## config.mk

```make
export PLATFORM = sky130hd
export DESIGN_NAME = mc_ctrl_fsm
export DESIGN_NICKNAME = d
export VERILOG_FILES = /design/src/rtl/mc_cpu_pkg.sv /design/src/rtl/mc_ctrl_fsm.sv
export SDC_FILE = /design/constraint.sdc
export NUM_CORES = 1
export LEC_CHECK = 0
export ABC_AREA = 1
export CORE_MARGIN = 2
export CORE_UTILIZATION = 38
export DETAILED_ROUTE_END_ITERATION = 10
export PLACE_DENSITY = 0.83
export SLEW_MARGIN = 40
export SYNTH_ARGS = -nofsm -noshare
export SYNTH_HDL_FRONTEND = slang
export SYNTH_SLANG_ARGS = --single-unit
```

## constraint.sdc

```tcl
create_clock -name clk -period 2.3 [get_ports clk]
set_input_delay 0.46 -clock clk [delete_from_list [all_inputs] [get_ports clk]]
set_output_delay 0.46 -clock clk [all_outputs]
set_load 0.05 [all_outputs]
```

## src/rtl/mc_cpu_pkg.sv

```systemverilog
// Shared constants for the multi-cycle CPU control path: opcodes, sequencer
// state codes and the ALU/PC mux select codes.
package mc_cpu_pkg;

   localparam logic [5:0] OP_RTYPE = 6'b000000;
   localparam logic [5:0] OP_LW    = 6'b100011;
   localparam logic [5:0] OP_SW    = 6'b101011;
   localparam logic [5:0] OP_BEQ   = 6'b000100;
   localparam logic [5:0] OP_J     = 6'b000010;
   localparam logic [5:0] OP_ADDI  = 6'b001000;

   typedef enum logic [3:0] {
      S_IF   = 4'd0,
      S_ID   = 4'd1,
      S_MA   = 4'd2,
      S_MR   = 4'd3,
      S_LWB  = 4'd4,
      S_MW   = 4'd5,
      S_RX   = 4'd6,
      S_RWB  = 4'd7,
      S_BEQ  = 4'd8,
      S_JMP  = 4'd9,
      S_IX   = 4'd10,
      S_IWB  = 4'd11,
      S_TRAP = 4'd12
   } state_t;

   localparam logic [1:0] SRCB_B       = 2'b00;
   localparam logic [1:0] SRCB_FOUR    = 2'b01;
   localparam logic [1:0] SRCB_IMM     = 2'b10;
   localparam logic [1:0] SRCB_IMM_SH2 = 2'b11;

   localparam logic [1:0] ALUOP_ADD   = 2'b00;
   localparam logic [1:0] ALUOP_SUB   = 2'b01;
   localparam logic [1:0] ALUOP_FUNCT = 2'b10;

   localparam logic [1:0] PCSRC_ALU    = 2'b00;
   localparam logic [1:0] PCSRC_ALUOUT = 2'b01;
   localparam logic [1:0] PCSRC_JUMP   = 2'b10;

endpackage

```

## src/rtl/mc_ctrl_fsm.sv

```systemverilog
// Multi-cycle CPU control sequencer: state register, next-state logic and output decode.
// Define ILLEGAL_TRAP_EN to trap on unknown opcodes instead of treating them as NOPs.
module mc_ctrl_fsm
   import mc_cpu_pkg::*;
(
   input  logic       clk,
   input  logic       rst,
   input  logic [5:0] opcode,
   input  logic       mem_ready,
   output logic       pc_write,
   output logic       pc_write_cond,
   output logic       i_or_d,
   output logic       mem_read,
   output logic       mem_write,
   output logic       ir_write,
   output logic       mem_to_reg,
   output logic       reg_dst,
   output logic       reg_write,
   output logic       alu_src_a,
   output logic [1:0] alu_src_b,
   output logic [1:0] alu_op,
   output logic [1:0] pc_source,
   output logic [3:0] state_o,
   output logic       trap
);

   state_t state_q, state_d;

   always_ff @(posedge clk or posedge rst) begin
      if (rst) state_q <= S_IF;
      else     state_q <= state_d;
   end

   always_comb begin
      state_d = state_q;
      case (state_q)
         S_IF:  if (mem_ready) state_d = S_ID;
         S_ID: begin
            case (opcode)
               OP_RTYPE:     state_d = S_RX;
               OP_LW, OP_SW: state_d = S_MA;
               OP_BEQ:       state_d = S_BEQ;
               OP_J:         state_d = S_JMP;
               OP_ADDI:      state_d = S_IX;
`ifdef ILLEGAL_TRAP_EN
               default:      state_d = S_TRAP;
`else
               default:      state_d = S_IF;   // NOP: PC was already advanced in IF
`endif
            endcase
         end
         S_MA:  state_d = (opcode == OP_LW) ? S_MR : S_MW;
         S_MR:  if (mem_ready) state_d = S_LWB;
         S_LWB: state_d = S_IF;
         S_MW:  if (mem_ready) state_d = S_IF;
         S_RX:  state_d = S_RWB;
         S_RWB: state_d = S_IF;
         S_IX:  state_d = S_IWB;
         S_IWB: state_d = S_IF;
         S_BEQ: state_d = S_IF;
         S_JMP: state_d = S_IF;
`ifdef ILLEGAL_TRAP_EN
         S_TRAP: state_d = S_TRAP;
`endif
         default: state_d = S_IF;
      endcase
   end

   always_comb begin
      pc_write      = 1'b0;
      pc_write_cond = 1'b0;
      i_or_d        = 1'b0;
      mem_read      = 1'b0;
      mem_write     = 1'b0;
      ir_write      = 1'b0;
      mem_to_reg    = 1'b0;
      reg_dst       = 1'b0;
      reg_write     = 1'b0;
      alu_src_a     = 1'b0;
      alu_src_b     = SRCB_B;
      alu_op        = ALUOP_ADD;
      pc_source     = PCSRC_ALU;
`ifdef ILLEGAL_TRAP_EN
      trap          = 1'b0;
`endif
      case (state_q)
         S_IF: begin
            mem_read  = 1'b1;
            alu_src_b = SRCB_FOUR;
            ir_write  = mem_ready;
            pc_write  = mem_ready;
         end
         S_ID:  alu_src_b = SRCB_IMM_SH2;
         S_MA: begin
            alu_src_a = 1'b1;
            alu_src_b = SRCB_IMM;
         end
         S_MR: begin
            mem_read = 1'b1;
            i_or_d   = 1'b1;
         end
         S_LWB: begin
            reg_write  = 1'b1;
            mem_to_reg = 1'b1;
         end
         S_MW: begin
            mem_write = 1'b1;
            i_or_d    = 1'b1;
         end
         S_RX: begin
            alu_src_a = 1'b1;
            alu_op    = ALUOP_FUNCT;
         end
         S_RWB: begin
            reg_write = 1'b1;
            reg_dst   = 1'b1;
         end
         S_IX: begin
            alu_src_a = 1'b1;
            alu_src_b = SRCB_IMM;
         end
         S_IWB: reg_write = 1'b1;
         S_BEQ: begin
            alu_src_a     = 1'b1;
            alu_op        = ALUOP_SUB;
            pc_write_cond = 1'b1;
            pc_source     = PCSRC_ALUOUT;
         end
         S_JMP: begin
            pc_write  = 1'b1;
            pc_source = PCSRC_JUMP;
         end
`ifdef ILLEGAL_TRAP_EN
         S_TRAP: trap = 1'b1;
`endif
         default: ;
      endcase
   end

`ifndef ILLEGAL_TRAP_EN
   assign trap = 1'b0;
`endif

   assign state_o = state_q;

endmodule

```

# Word level (Yosys, flattened, before mapping)
# Cells that the tools add are included.
# totals
out_inout_bits	21
reg_bits	4
inputBits	9
elab_cells	48
# op_classes
n_eq_ne	19
n_reduce_logical	9
mux	19
# ops
operator	n
case mux 4 bit (7 select lines)	1
case mux 4 bit (5 select lines)	1
== test 4 x 3 -> 1 bit (second input constant)	4
== test 4 bit (second input constant)	4
== test 6 bit (second input constant)	2
two-way mux 4 bit	3
two-way mux 1 bit	9
== test 4 x 2 -> 1 bit (second input constant)	2
case mux 2 bit (2 select lines)	2
OR reduction 2 bit	4
== test 6 x 2 -> 1 bit (second input constant)	1
== test 6 x 3 -> 1 bit (second input constant)	1
== test 6 x 4 -> 1 bit (second input constant)	1
zero test 6 bit	1
inequality test 2 bit (second input constant)	3
case mux 2 bit (3 select lines)	1
== test 4 x 1 -> 1 bit (second input constant)	1
zero test 4 bit	1
OR reduction 4 bit	1
two-way mux 3 bit	1
AND reduction 3 bit	1
OR reduction 3 bit	1
case mux 1 bit (2 select lines)	1

# Longest topological paths before layout
# depth
word_depth	4
depth_mapped	8
mapped_depth_nobuf	8

# Least setup slack after synthesis
# OpenSTA, ideal clock, no wires.
# synth_timing
path_kind	reg2out
start	reg state_q[1], in the netlist state_o[1]
end	out reg_write
path_buffers	0
t_required_ns	1.840
slack_ns	-0.406
path_stages_with_launch	5
arrival_time_ns	2.246
cell_sequence	dfrtp_1 > nand2_1 > nor2_1 > nor2_1 > o21ai_0
# synth_between
elab_chain_len	3
elab_cells_between_ends	5
cone_classes	eq/ne (3); mux (1); reduce/logical (1)
# synth_rtl
element	line_no	source
start, declared	mc_ctrl_fsm.sv:27	state_t state_q, state_d;
start signal, assigned	mc_ctrl_fsm.sv:31	else state_q <= state_d;
== test 4 bit or == test 4 x 3 -> 1 bit (tied branches)	mc_ctrl_fsm.sv:86	case (state_q)
OR reduction 3 bit (no line) (*)	-	
two-way mux 1 bit (*)	mc_ctrl_fsm.sv:86	
end, declared	mc_ctrl_fsm.sv:18	output logic reg_write,
# Every way passes the cells marked *; elsewhere a longest branch is shown, timed or not.

# Final worst setup path
# layout_timing
start	reg state_q[2], in the netlist state_o[2]
end	out alu_src_b[0]
# layout_between
elab_chain_len	3
elab_cells_between_ends	6
cone_classes	eq/ne (3); mux (1); reduce/logical (2)
# layout_rtl
element	line_no	source
== test 4 bit or == test 4 x 2 -> 1 bit (tied branches)	mc_ctrl_fsm.sv:86	
OR reduction 2 bit (no line)	-	
case mux 2 bit (3 select lines) (*)	mc_ctrl_fsm.sv:86	
end, declared	mc_ctrl_fsm.sv:20	output logic [1:0] alu_src_b,
# Marks and branches as above.

==> impl_summary.log <==
INFO  metric postRouteAntennaNets = 0
INFO  metric sequential_cell_area = 100 um2
INFO  metric worst_path_max_delay_cell = sky130_fd_sc_hd__clkdlybuf4s50_1
INFO  metric ios = 30
INFO  metric synth-edff-count = 0
INFO  metric yosysUniqueCellTypes = 17
INFO  metric grt_antenna_before_repair = 0
INFO  metric path_buf_inv = 2
INFO  metric timing_worst_setup_path_type = flop to output port
INFO  metric cts_tree = yes
INFO  metric chipWidth = 40.1 um
INFO  metric leakage = 0.451 nW
INFO  metric mapped_area = 494 um2
INFO  metric finalSetupTns = 0 ns
INFO  metric cts-hold-fix-buffers = 0
INFO  metric die-height = 40.1 um
INFO  metric complex_gate_fraction_of_the_synthesized_area = 8.61%
INFO  metric peak_clock_frequency_supported_by_timing = 459 MHz
INFO  metric detailed_place_hpwl = 1.16 mm
INFO  metric maximum_number_of_pins_on_one_net_before_global_route_repair = 8
INFO  metric detailedRoute.firstPassIterationCount = 4
INFO  metric timing_hold_violations_final = 0
INFO  metric totalWireLength = 1.41 mm
INFO  metric synth_area_per_cell = 5.37 um2
INFO  metric syn-num-nets = 101
INFO  metric yosys.area_share.xor_xnor = 0%
INFO  metric outcome = completed
INFO  metric rr_worst_depth = 8
INFO  metric floorplan.initialDensity = 42.7%
INFO  metric tot_gr_track_use = 22.1%
INFO  metric drt-initial-drc-count = 14
INFO  metric path_cells = inv_2, nand2_4, nor2_1, clkdlybuf4s50_1
INFO  metric yosys-mux-area-fraction = 0%
INFO  metric power-per-cell-area = 996 nW/um2
INFO  metric synth_top_family_by_area = simple AND/OR/NAND/NOR gates
INFO  metric max_cap_violations = 0
INFO  metric post_cts_resize_count = 0
INFO  metric synth_sequential_area_ratio = 20.3%
INFO  metric synthCells = 92
INFO  metric yosys_register_bits = 4
INFO  metric placement_rows = 12
INFO  metric vias_in_the_first_global_route = 578
INFO  metric critical_path.reg2reg.endpoint = state_o[0]
INFO  metric synth_flop_cell = sky130_fd_sc_hd__dfrtp_1
INFO  metric adder_and_majority_cell_fraction_of_the_synthesized_area = 0%
INFO  metric finalSetupViolations = 0
INFO  metric antenna-diode-count = 0
INFO  metric slew-limit-headroom = 66.8%
INFO  metric timing.critical_path.slowest_cell_delay = 0.80 ns
INFO  metric clock_path_buffers = 2
INFO  metric cts_buffers = 3
INFO  metric rsz_0062_raised_after_global_routing = false
INFO  metric global_route_wire_length_before_repair = 2.31 mm
INFO  metric fin_crit = 2.18 ns
INFO  metric crit-reg2reg-launch = state_o[3]
INFO  metric cp-start-kind = flop
INFO  metric report.power.total = 0.000802 W
INFO  metric ys.warnings.count = 0
INFO  metric placed_cells_incl_taps = 132
INFO  metric clock-sinks = 4
INFO  metric layout.filler_cells = 115
INFO  metric ir_drop_worst_case_vdd = 0.000663 V
INFO  metric final-max-slew-violation-count = 0
INFO  metric arrival = 1.72 ns
INFO  metric globalplace.congestion = 0.836
INFO  metric max_reg_flops = 4
INFO  metric timing.reg2reg.setup_slack = 1.07 ns
INFO  metric drc_errors = 0
INFO  metric multi_input_comb_area = 317 um2
INFO  metric cts.root.buffer_cell = sky130_fd_sc_hd__clkbuf_4
INFO  metric final.setup_skew = 0.00911 ns
INFO  metric globalRoute.totalOverflow = 0
INFO  metric final_min_period_over_clock_period = 94.7%
INFO  metric post_cts_setup_repair_bufs = 0
INFO  metric design.die.area = 1610 um2
INFO  metric max_slew.worst_pin.slew = 0.497 ns
INFO  metric detail_route.wl_per_cell = 10.5 um
INFO  metric port_buffer_cells = 28
INFO  metric synth-async-reset-ratio = 100%
INFO  metric routed-via-count = 635
INFO  metric worstSetupEndpointType = output port
INFO  metric worst-path-max-fanout = 6
INFO  metric post_route_non_filler_standard_cell_count = 135
INFO  metric layout-area-overhead-vs-synth = 62.8%
INFO  metric timing.hold.worst.class = primary input to asynchronous set/reset pin
INFO  metric clkLatencyLatePin = 0.24 ns
INFO  metric layout-drive-gt1-share = 28.1%
INFO  metric path_clk_slew = 0.04 ns
INFO  metric nets = 132
INFO  metric cp_data_required_time = 1.84 ns
INFO  metric kind_of_cell_with_the_highest_combined_delay_on_the_critical_path = buffers and inverters
INFO  metric finish.utilization = 69.6%
INFO  metric ctsHtreeMaxLevel = 1
INFO  metric placeable_core_region = 1160 um2
INFO  metric yosys.area_share.simple = 53.7%
INFO  metric post_drt_via_cell_ratio = 4.70
[where the power goes]
part | internal (W) | switching, W | total [W]
clock network | 0.0000587 | 0.0000338 | 0.0000925
logic | 0.000193 | 0.000403 | 0.000596
registers | 0.0000846 | 0.0000281 | 0.000113
total | 0.000337 | 0.000465 | 0.000802
[cells in the mapped netlist (2+ instances only)]
cell type                 instances  area (um2)
sky130_fd_sc_hd__buf_4            2        15.0
sky130_fd_sc_hd__dfrtp_1          4         100
sky130_fd_sc_hd__inv_1           13        48.8
sky130_fd_sc_hd__inv_2            5        18.8
sky130_fd_sc_hd__nand2_1         22        82.6
sky130_fd_sc_hd__nand2_2          6        37.5
sky130_fd_sc_hd__nand3_1          5        25.0
sky130_fd_sc_hd__nor2_1          21        78.8
sky130_fd_sc_hd__o21ai_0          5        25.0
sky130_fd_sc_hd__o22ai_1          2        12.5
[kinds of logic (layout without fill, tap and decap cells)]
kind of cell    count (synthesis)  in the layout
buf+inv                        20             49
other cells                     1              1
simple gates                   59             59
compound gates                  8              8
flops                           4              4
[layout make-up]
class                           instances  share of cell area [%]
Clock buffer                            3                    2.80
Inverter                               18                    8.40
Multi-Input combinational cell         68                    39.3
Sequential cell                         4                    12.4
Tap cell                               14                    2.18
Timing Repair Buffer                   28                    34.8
[layout by cell type, fill, tap and decap left out]
master	netlist	layout
sky130_fd_sc_hd__nand3b_1	1	1
sky130_fd_sc_hd__a21oi_1	1	1
sky130_fd_sc_hd__buf_4	2	12
sky130_fd_sc_hd__dfrtp_1	4	4
sky130_fd_sc_hd__nand3_2	1	1
sky130_fd_sc_hd__clkdlybuf4s50_1	0	13
sky130_fd_sc_hd__nand2_2	6	6
sky130_fd_sc_hd__nand3_1	5	5
sky130_fd_sc_hd__buf_12	0	3
sky130_fd_sc_hd__inv_2	5	5
sky130_fd_sc_hd__nor2_1	21	19
sky130_fd_sc_hd__o21ai_0	5	5
sky130_fd_sc_hd__conb_1	1	1
sky130_fd_sc_hd__nand4_1	1	1
sky130_fd_sc_hd__nand2_1	22	22
sky130_fd_sc_hd__nor2_2	1	3
sky130_fd_sc_hd__inv_1	13	13
sky130_fd_sc_hd__o22ai_1	2	2
sky130_fd_sc_hd__nand2_4	1	1
sky130_fd_sc_hd__clkbuf_4	0	3
[stage by stage]
step,area [um2],hold WS (ns),worst slack [ns]
final,805,0.387,0.121
after floorplan,499,0.226,-0.282
after CTS,805,0.388,0.115
after global placement,782,0.646,0.404
after detailed placement,782,0.648,0.380
after global routing,805,0.425,0.0261
[per-layer routing]
metal | share of wire [%] | vias up | global-route usage [%]
met5 | 0 | - | 0
met4 | 0.85 | 0 | 8.62
met3 | 5.5 | 4 | 7.78
met2 | 45 | 18 | 33.9
met1 | 48 | 276 | 27.9
li1 | - | 337 | -
[worst max path at each step]
| stage | end | startpoint | cells after the start | slack (ns) |
|---|---|---|---|---|
| finish | alu_src_b[0] | state_o[2] | 4 | 0.12 |
| global route | alu_src_b[0] | state_o[2] | 4 | 0.03 |
| CTS | alu_src_b[0] | state_o[2] | 4 | 0.12 |
| detailed placement | alu_src_b[0] | state_o[2] | 4 | 0.38 |
| global placement | alu_src_b[0] | state_o[2] | 4 | 0.40 |
| floorplan | alu_src_a | state_o[3] | 4 | -0.28 |
(Power assumes the default switching activity.)
